<file path="config.mk">
export PLATFORM = sky130hd
export DESIGN_NAME = biquad_scheduler
export DESIGN_NICKNAME = d
export VERILOG_FILES = /design/src/rtl/biquad_scheduler.sv
export SDC_FILE = /design/constraint.sdc
export NUM_CORES = 1
export LEC_CHECK = 0
export CORE_UTILIZATION = 50
export CTS_CLUSTER_DIAMETER = 120
export CTS_CLUSTER_SIZE = 12
export DETAILED_ROUTE_END_ITERATION = 8
export PLACE_DENSITY_LB_ADDON = 0.2
export SYNTH_ARGS = -nofsm -noshare
export SYNTH_HDL_FRONTEND = slang
export SYNTH_SLANG_ARGS = --single-unit
export TNS_END_PERCENT = 10
</file>
<file path="constraint.sdc">
create_clock -name clk_in -period 3.7 [get_ports clk_in]
set_clock_uncertainty 0.1 [all_clocks]
set_input_delay 0.37 -clock clk_in [delete_from_list [all_inputs] [get_ports clk_in]]
set_output_delay 0.37 -clock clk_in [all_outputs]
set_load 0.02 [all_outputs]
</file>
<file path="src/rtl/biquad_scheduler.sv">
// Time-multiplexes NUM_BANDS biquad bands onto one external double_biquad datapath.
// Each accepted sample is run through every band in order: ISSUE -> WAIT -> WRITE -> ADVANCE.
module biquad_scheduler #(
  parameter int NUM_BANDS = 16,
  parameter int TIMEOUT   = 64   // must be >= 2
) (
  input  logic                         clk_in,
  input  logic                         rst_in,
  input  logic signed [23:0]           sample_in,
  input  logic                         sample_valid_in,
  output logic                         ready_out,
  output logic [$clog2(NUM_BANDS)-1:0] coeff_sel_out,
  output logic signed [23:0]           bq_x_n_out,
  output logic signed [23:0]           bq_x_n1_out,
  output logic signed [23:0]           bq_x_n2_out,
  output logic signed [23:0]           bq_y_n1_out,
  output logic signed [23:0]           bq_y_n2_out,
  output logic                         bq_start_out,
  input  logic                         bq_done_in,
  input  logic signed [23:0]           bq_y_in,
  output logic signed [23:0]           band_out,
  output logic [$clog2(NUM_BANDS)-1:0] band_idx_out,
  output logic                         band_valid_out,
  output logic                         frame_done_out,
  output logic                         overrun_out,
  output logic                         timeout_out
);

  localparam int DATA_W = 24;
  localparam int BW     = $clog2(NUM_BANDS);
  localparam int TW     = $clog2(TIMEOUT + 1);

  typedef enum logic [2:0] {IDLE, ISSUE, WAIT, WRITE, ADVANCE} state_t;

  state_t                    state, state_nxt;
  logic [BW-1:0]             band;
  logic [TW-1:0]             tcnt;
  logic signed [DATA_W-1:0]  x_n, x_n1, x_n2, result;
  logic signed [DATA_W-1:0]  y_n1_mem [NUM_BANDS];
  logic signed [DATA_W-1:0]  y_n2_mem [NUM_BANDS];
  logic                      last_band;
  logic                      wait_expired;

  assign last_band = (band == BW'(NUM_BANDS - 1));
  // The ISSUE cycle counts toward the budget, so expiry lands TIMEOUT cycles after the start pulse.
  assign wait_expired = (state == WAIT) && !bq_done_in && (tcnt == TW'(TIMEOUT - 2));

  always_comb begin
    state_nxt = state;
    case (state)
      IDLE:    if (sample_valid_in) state_nxt = ISSUE;
      ISSUE:   state_nxt = WAIT;
      WAIT:    if (bq_done_in || wait_expired) state_nxt = WRITE;
      WRITE:   state_nxt = ADVANCE;
      ADVANCE: state_nxt = last_band ? IDLE : ISSUE;
      default: state_nxt = IDLE;
    endcase
  end

  // Control: state, band counter, wait counter, sticky flags
  always_ff @(posedge clk_in or negedge rst_in) begin
    if (!rst_in) begin
      state       <= IDLE;
      band        <= '0;
      tcnt        <= '0;
      overrun_out <= 1'b0;
      timeout_out <= 1'b0;
    end else begin
      state <= state_nxt;
      if (state == IDLE && sample_valid_in)
        band <= '0;
      else if (state == ADVANCE && !last_band)
        band <= band + BW'(1);
      if (state == ISSUE)
        tcnt <= '0;
      else if (state == WAIT)
        tcnt <= tcnt + TW'(1);
      if (sample_valid_in && state != IDLE)
        overrun_out <= 1'b1;
      if (wait_expired)
        timeout_out <= 1'b1;
    end
  end

  // Data: shared x history, captured result, per-band y history
  always_ff @(posedge clk_in or negedge rst_in) begin
    if (!rst_in) begin
      x_n    <= '0;
      x_n1   <= '0;
      x_n2   <= '0;
      result <= '0;
      for (int i = 0; i < NUM_BANDS; i++) begin
        y_n1_mem[i] <= '0;
        y_n2_mem[i] <= '0;
      end
    end else begin
      if (state == IDLE && sample_valid_in)
        x_n <= sample_in;
      if (state == WAIT && bq_done_in)
        result <= bq_y_in;
      else if (wait_expired)
        result <= '0;
      if (state == WRITE) begin
        y_n2_mem[band] <= y_n1_mem[band];
        y_n1_mem[band] <= result;
      end
      if (state == ADVANCE && last_band) begin
        x_n2 <= x_n1;
        x_n1 <= x_n;
      end
    end
  end

  // Operands come straight from registers that only move outside ISSUE/WAIT, so they hold steady.
  assign ready_out      = (state == IDLE);
  assign coeff_sel_out  = band;
  assign bq_x_n_out     = x_n;
  assign bq_x_n1_out    = x_n1;
  assign bq_x_n2_out    = x_n2;
  assign bq_y_n1_out    = y_n1_mem[band];
  assign bq_y_n2_out    = y_n2_mem[band];
  assign bq_start_out   = (state == ISSUE);
  assign band_out       = result;
  assign band_idx_out   = band;
  assign band_valid_out = (state == WRITE);
  assign frame_done_out = (state == ADVANCE) && last_band;

endmodule

</file>
==> results of run 1 <==
state kept, by name (all words and copies together) (netlist names):
| signal | count |
|---|---|
| state | 3 |
| overrun_out | 1 |
| bq_x_n_out | 24 |
| timeout_out | 1 |
| band_out | 24 |
| tcnt | 7 |
| bq_x_n1_out | 24 |
| band_idx_out | 4 |
| bq_x_n2_out | 24 |
| y_n2_mem | 384 |
| y_n1_mem | 384 |
worst paths after layout:
| kind | depth (start not counted) | end |
|---|---|---|
| worst max-delay path | 5 | bq_y_n2_out[16] |
| worst min register to register | 1 | timeout_out$_DFFE_PN0P_ |
| min in group clk_in | 2 | band_out[21]$_DFFE_PN0P_ |
| max in group asynchronous | 3 | y_n1_mem[248]$_DFFE_PN0P_ |
| worst max register to register | 7 | y_n2_mem[177]$_DFFE_PN0P_ |
| worst min-delay path | 2 | bq_x_n_out[1]$_DFFE_PN0P_ |
cells in the mapped netlist (8+ instances only):
master	instances
a22o_1	24
a22oi_1	96
buf_2	79
buf_4	10
clkbuf_1	94
dfrtp_1	880
inv_1	9
mux2_1	137
mux2_2	703
mux4_2	192
nand2_1	70
nor2_1	13
nor3_1	8
area by class of cell:
cell class / count / area (um^2) / area share (%)
clock buffers: 91 / 2230 / 5.02
multi-input cells: 1295 / 15600 / 35.0
clock inverters: 1 / 8.76 / 0.0197
inverters: 9 / 33.8 / 0.0758
flip-flops and latches: 880 / 22000 / 49.5
well taps: 1030 / 1290 / 2.89
repair buffers: 295 / 3350 / 7.52
power groups by stage:
stage               clock (mW)  combinational, mW  sequential, mW
floorplan                    0               4.48            12.0
global placement             0               7.29            12.2
detailed placement           0               7.44            12.4
CTS                       7.83               7.47            12.2
global route              8.17               7.85            12.4
finish                    7.62               7.36            12.2
critical path, cell delays in order, from the launching register on:
cell and delay [ps]:
dfrtp_4 480, buf_16 280, mux4_2 560, a22oi_2 420, nand2_1 130, clkdlybuf4s50_1 580
metrics by stage:
stage	TNS (ps)	power (mW)	hold WS, ps	area (um^2)
floorplan	0	16.4	-25.6	38400
detailed placement	0	19.8	363	42200
global placement	0	19.5	340	42200
global route	-11.9	28.4	247	44500
CTS	-46.7	27.5	224	44500
finish	0	27.2	256	44500
routing by layer:
metal	vias up	global-route usage (%)	share of wire, %	wire, um
met2	539	39.6	48	45100
met4	0	7.24	2.3	2130
met3	127	4.00	5.1	4850
li1	9201	-	-	-
met1	11959	35.9	45	42200
met5	-	0	0	0
cells by family after synthesis:
group	Yosys count	share of synthesized area [%]
adder cells (fa/ha/maj)	6	0.196
AND/OR/NAND/NOR	117	1.38
flip-flops	880	57.4
AO/OA/AOI/OAI	136	2.67
multiplexers	1034	36.0
XOR/XNOR	2	0.0457
buffers and inverters	198	2.29
what timing repair did:
action / 4_1_cts / 5_1_grt
gates resized for setup: 7 / 20
endpoints found under the setup margin: 9 / 21
endpoints found under the hold margin: 74 / 0
hold buffers: 1 / 0
gates cloned: 0 / 0
==> flow_metrics.env, run 1 <==
export IMPL_status="finished, final reports clean"
export IMPL_hp_class="input pin to async pin"
export IMPL_slew_limit_headroom_pct=38.4
export IMPL_diodes=0
export IMPL_synth_top_area_share_pct=57.4
export IMPL_netlist_area_um2=38400
export IMPL_switching_share_pct=31.1
export IMPL_r2r_slack_ps=760
export IMPL_start_util_pct=50.5
export IMPL_grt_pass1_vias=24033
export IMPL_ys_warn_count=0
export IMPL_port_buffers=209
export IMPL_post_cts_buffers=0
export IMPL_grt_pass1_wl_mm=148
export IMPL_area_delta_synth_final_pct=16.1
export IMPL_postRouteAntennaNets=0
export IMPL_power_frac_comb_pct=27.1
export IMPL_async_reset_ff_share_pct=100
export IMPL_syn_avg_cell_area_um2=16.2
export IMPL_leakagePower_nw=21.6
export IMPL_place_ws_ps=605
export IMPL_fmaxAchievable_mhz=279
export IMPL_yosysUniqueCellTypes=38
export IMPL_layout_cells_most_common="dfrtp_1"
export IMPL_drt_iter0_drc=1324
export IMPL_grt_overflow=0
export IMPL_fp_row_count=101
export IMPL_syn_inst=2373
export IMPL_rsz0062_at_grt="yes"
export IMPL_cts_reportedPaths_clkPinSlew_ps=60
export IMPL_yosys_top_cells_area="dfrtp_1 (57%), mux2_2 (21%), mux4_2 (11%)"
export IMPL_critPathRequiredTime_ps=3230
export IMPL_final_hold_viol_count=0
export IMPL_clockBufferDepth=3
export IMPL_fin_ws_ps=110
export IMPL_num_vias=21826
export IMPL_power_density_nw_per_um2=610
export IMPL_fillCellCount=5701
export IMPL_clk_latency_ps=620
export IMPL_fin_crit_sh_pct=97.0
export IMPL_ys_ff_latch=880
export IMPL_p_seq_share_pct=44.9
export IMPL_criticalPathCategory="register to output port"
export IMPL_finalNonFillerCells=3601
export IMPL_seq_area_frac_synth_pct=57.4
export IMPL_synth_edff_count=0
export IMPL_synth_ff_type="dfrtp_1"
export IMPL_gp_congestion=0.765
export IMPL_routed_wl_mm=94.3
export IMPL_drt_vias_per_instance=6.06
export IMPL_dp_cells=3508
export IMPL_first_pass_iters=5
export IMPL_cts_max_level=3
export IMPL_dieArea_um2=77800
export IMPL_crit_fanout=32
export IMPL_coreArea_um2=75900
export IMPL_syn_nets=2431
export IMPL_arrival_ps=3120
export IMPL_final_cell_mix="dfrtp_1 (878), mux2_2 (703), mux4_2 (192), clkdlybuf4s50_1 (189), mux2_1 (137)"
export IMPL_cts_tree="yes"
export IMPL_internal_power_mw=18.7
export IMPL_grt_start_max_net_pins=97
export IMPL_cts_num_sinks=880
export IMPL_setup_violations=0
export IMPL_p_switching_mw=8.45
export IMPL_cts_root_buffer="clkbuf_16"
export IMPL_worstMarginPinSlew_ps=924
export IMPL_power_frac_clock_pct=28.0
export IMPL_io_pins=210
export IMPL_post_route_drc_count=0
export IMPL_cp_end_kind="output port"
export IMPL_wl_per_cell_um=26.2
export IMPL_start_kind="register"
export IMPL_fin_nets=2622
export IMPL_grtUsageTotal_pct=25.0
export IMPL_cts_buffers=83
export IMPL_drive_gt1_share_pct=42.9
export IMPL_startpoint="band_idx_out[0]$_DFFE_PN0P_"
export IMPL_dp_hpwl_mm=57.2
export IMPL_vdd_ir_drop_max_mv=0.343
export IMPL_grt_antenna_before_repair=1
export IMPL_post_route_util_pct=58.6
export IMPL_maxSlewViolCount=0
export IMPL_r2r_start="band_idx_out[0]$_DFFE_PN0P_"
export IMPL_synth_largest_area_cell="dfrtp_1"
export IMPL_maxCapViolations=0
export IMPL_period_minus_slack_ps=3590
export IMPL_fp_dieH_um=279
export IMPL_die_w_um=279
(Power assumes the default switching activity.)
==> run 2, diff against run 1 <==
--- a/config.mk
+++ b/config.mk
@@ -5,11 +5,12 @@
 export SDC_FILE = /design/constraint.sdc
 export NUM_CORES = 1
 export LEC_CHECK = 0
-export CORE_UTILIZATION = 50
+export CORE_UTILIZATION = 60
 export CTS_CLUSTER_DIAMETER = 120
 export CTS_CLUSTER_SIZE = 12
 export DETAILED_ROUTE_END_ITERATION = 8
-export PLACE_DENSITY_LB_ADDON = 0.2
+export HOLD_SLACK_MARGIN = 0.06
+export PLACE_DENSITY_LB_ADDON = 0.25
 export SYNTH_ARGS = -nofsm -noshare
 export SYNTH_HDL_FRONTEND = slang
 export SYNTH_SLANG_ARGS = --single-unit
==> flow_metrics.env, run 2 (synthesized netlist as in run 1, its figures left out) <==
export IMPL_hp_class="input pin to async pin"
export IMPL_place_ws_ps=450
export IMPL_cts_buffers=83
export IMPL_cts_max_level=3
export IMPL_cp_end_kind="output port"
export IMPL_drt_vias_per_instance=6.49
export IMPL_maxSlewViolCount=0
export IMPL_grt_overflow=0
export IMPL_arrival_ps=3140
export IMPL_power_frac_clock_pct=27.5
export IMPL_dp_hpwl_mm=53.8
export IMPL_final_hold_viol_count=0
export IMPL_io_pins=210
export IMPL_timing_critical_path_cells="buf_12 > buf_16 > mux4_2 > a22oi_1 > nand2_1 > clkdlybuf4s50_1"
export IMPL_internal_power_mw=18.6
export IMPL_clk_latency_ps=610
export IMPL_slowest_stage="clkdlybuf4s50_1"
export IMPL_postRouteAntennaNets=0
export IMPL_rsz0062_at_grt="no"
export IMPL_power_density_nw_per_um2=615
export IMPL_wl_per_cell_um=27.2
export IMPL_power_frac_comb_pct=27.5
export IMPL_die_w_um=255
export IMPL_start_kind="register"
export IMPL_slew_limit_headroom_pct=46.7
export IMPL_worstMarginPinSlew_ps=798
export IMPL_grt_pass1_wl_mm=144
export IMPL_cts_tree="yes"
export IMPL_grt_start_max_net_pins=135
export IMPL_start_util_pct=60.8
export IMPL_fin_ws_ps=86.2
export IMPL_fin_tns_setup_ps=0
export IMPL_dp_cells=3318
export IMPL_first_pass_iters=5
export IMPL_crit_fanout=38
export IMPL_cp_buffers_inverters=3
export IMPL_dieArea_um2=64900
export IMPL_fin_crit_sh_pct=97.7
export IMPL_fin_nets=2621
export IMPL_finalNonFillerCells=3414
export IMPL_routed_wl_mm=92.7
export IMPL_cts_root_buffer="clkbuf_16"
export IMPL_clockBufferDepth=3
export IMPL_grtUsageTotal_pct=29.5
export IMPL_grt_pass1_vias=23981
export IMPL_period_minus_slack_ps=3610
export IMPL_vdd_ir_drop_max_mv=0.364
export IMPL_leakagePower_nw=21.2
export IMPL_coreArea_um2=63100
export IMPL_criticalPathCategory="register to output port"
export IMPL_area_delta_synth_final_pct=14.7
export IMPL_drive_gt1_share_pct=42.8
export IMPL_num_vias=22150
export IMPL_critPathTopFamily="buffers and inverters"
export IMPL_fillCellCount=4181
export IMPL_gp_congestion=0.759
export IMPL_final_cell_mix="dfrtp_1 (877), mux2_2 (703), clkdlybuf4s50_1 (204), mux4_2 (192), mux2_1 (137)"
export IMPL_maxCapViolations=0
export IMPL_diodes=0
export IMPL_grt_antenna_before_repair=3
export IMPL_post_route_drc_count=0
export IMPL_drt_iter0_drc=1739
export IMPL_reg_top3="y_n1_mem x384, y_n2_mem x384"
export IMPL_fp_row_count=92
export IMPL_status="finished, final reports clean"
export IMPL_cp_num_cells=6
export IMPL_cts_reportedPaths_clkPinSlew_ps=60
export IMPL_p_switching_mw=8.41
export IMPL_fmaxAchievable_mhz=277
export IMPL_p_seq_share_pct=45.0
export IMPL_worst_hold_slack_ps=253
export IMPL_port_buffers=209
export IMPL_setup_violations=0
export IMPL_fp_dieH_um=255
export IMPL_cts_num_sinks=880
export IMPL_switching_share_pct=31.1
export IMPL_layout_cells_most_common="dfrtp_1"
export IMPL_critPathRequiredTime_ps=3230
export IMPL_reg2reg_depth=8
export IMPL_critPathMaxStageDelay_ps=620
run 2: cell types whose count changed in the layout (fill, tap and decap cells not counted), moves of 4 or more:
cell             before  now
buf_12               39   30
dlymetal6s2s_1       15    4
clkdlybuf4s50_1     189  204
nand2_2               3   11
dlygate4sd2_1         4    0
buf_4                41   51
nand2_4               8    0
run 2: power groups by stage:
stage / clock (mW) / sequential [mW] / combinational (mW)
after floorplan: 0 / 12.0 / 4.48
final: 7.45 / 12.2 / 7.44
after global routing: 7.95 / 12.3 / 7.91
after CTS: 7.59 / 12.1 / 7.49
after detailed placement: 0 / 12.3 / 7.36
after global placement: 0 / 12.2 / 7.16
run 2: path summary, 6_finish.rpt:
path | from | endpoint | slack, ps
setup / recovery | band_idx_out[0]$_DFFE_PN0P_ | bq_y_n1_out[12] | 90
hold / removal | rst_in | bq_x_n_out[5]$_DFFE_PN0P_ | 250
setup reg to reg | band_idx_out[0]$_DFFE_PN0P_ | y_n2_mem[186]$_DFFE_PN0P_ | 680
hold reg to reg | timeout_out$_DFFE_PN0P_ | timeout_out$_DFFE_PN0P_ | 360
max in group asynchronous | rst_in | y_n1_mem[307]$_DFFE_PN0P_ | 2000
min in group clk_in | bq_y_in[6] | band_out[6]$_DFFE_PN0P_ | 260
run 2: what timing repair did:
action                                  4_1_cts  5_1_grt
hold buffers                                  1        0
endpoints found under the setup margin       25        8
resized for setup                             0        7
setup buffers                                 5        0
hold endpoints to repair                     71        0
run 2: per-layer routing:
metal / up-vias / routed length (um) / track usage (%)
met5: - / 0 / 0
met4: 0 / 2240 / 8.96
met3: 168 / 5850 / 5.84
met2: 697 / 44800 / 46.9
met1: 12093 / 39900 / 41.7
li1: 9192 / - / -
run 2: through the flow:
step                      total power [mW]  area, um^2  utilization [%]
after floorplan                       16.4       38400                -
final                                 27.1       44000             69.7
after CTS                             27.2       44000             69.7
after global routing                  28.2       44000             69.7
after global placement                19.4       41700             66.1
after detailed placement              19.7       41700             66.1
run 2: layout make-up:
type / count / area [um^2] / share of cell area [%]
Multi-Input combinational cell: 1295 / 15500 / 35.3
Sequential cell: 880 / 22000 / 50.1
Tap cell: 846 / 1060 / 2.41
Clock buffer: 88 / 2160 / 4.91
Timing Repair Buffer: 294 / 3150 / 7.16
Inverter: 9 / 33.8 / 0.0768
Clock inverter: 2 / 25.0 / 0.0569
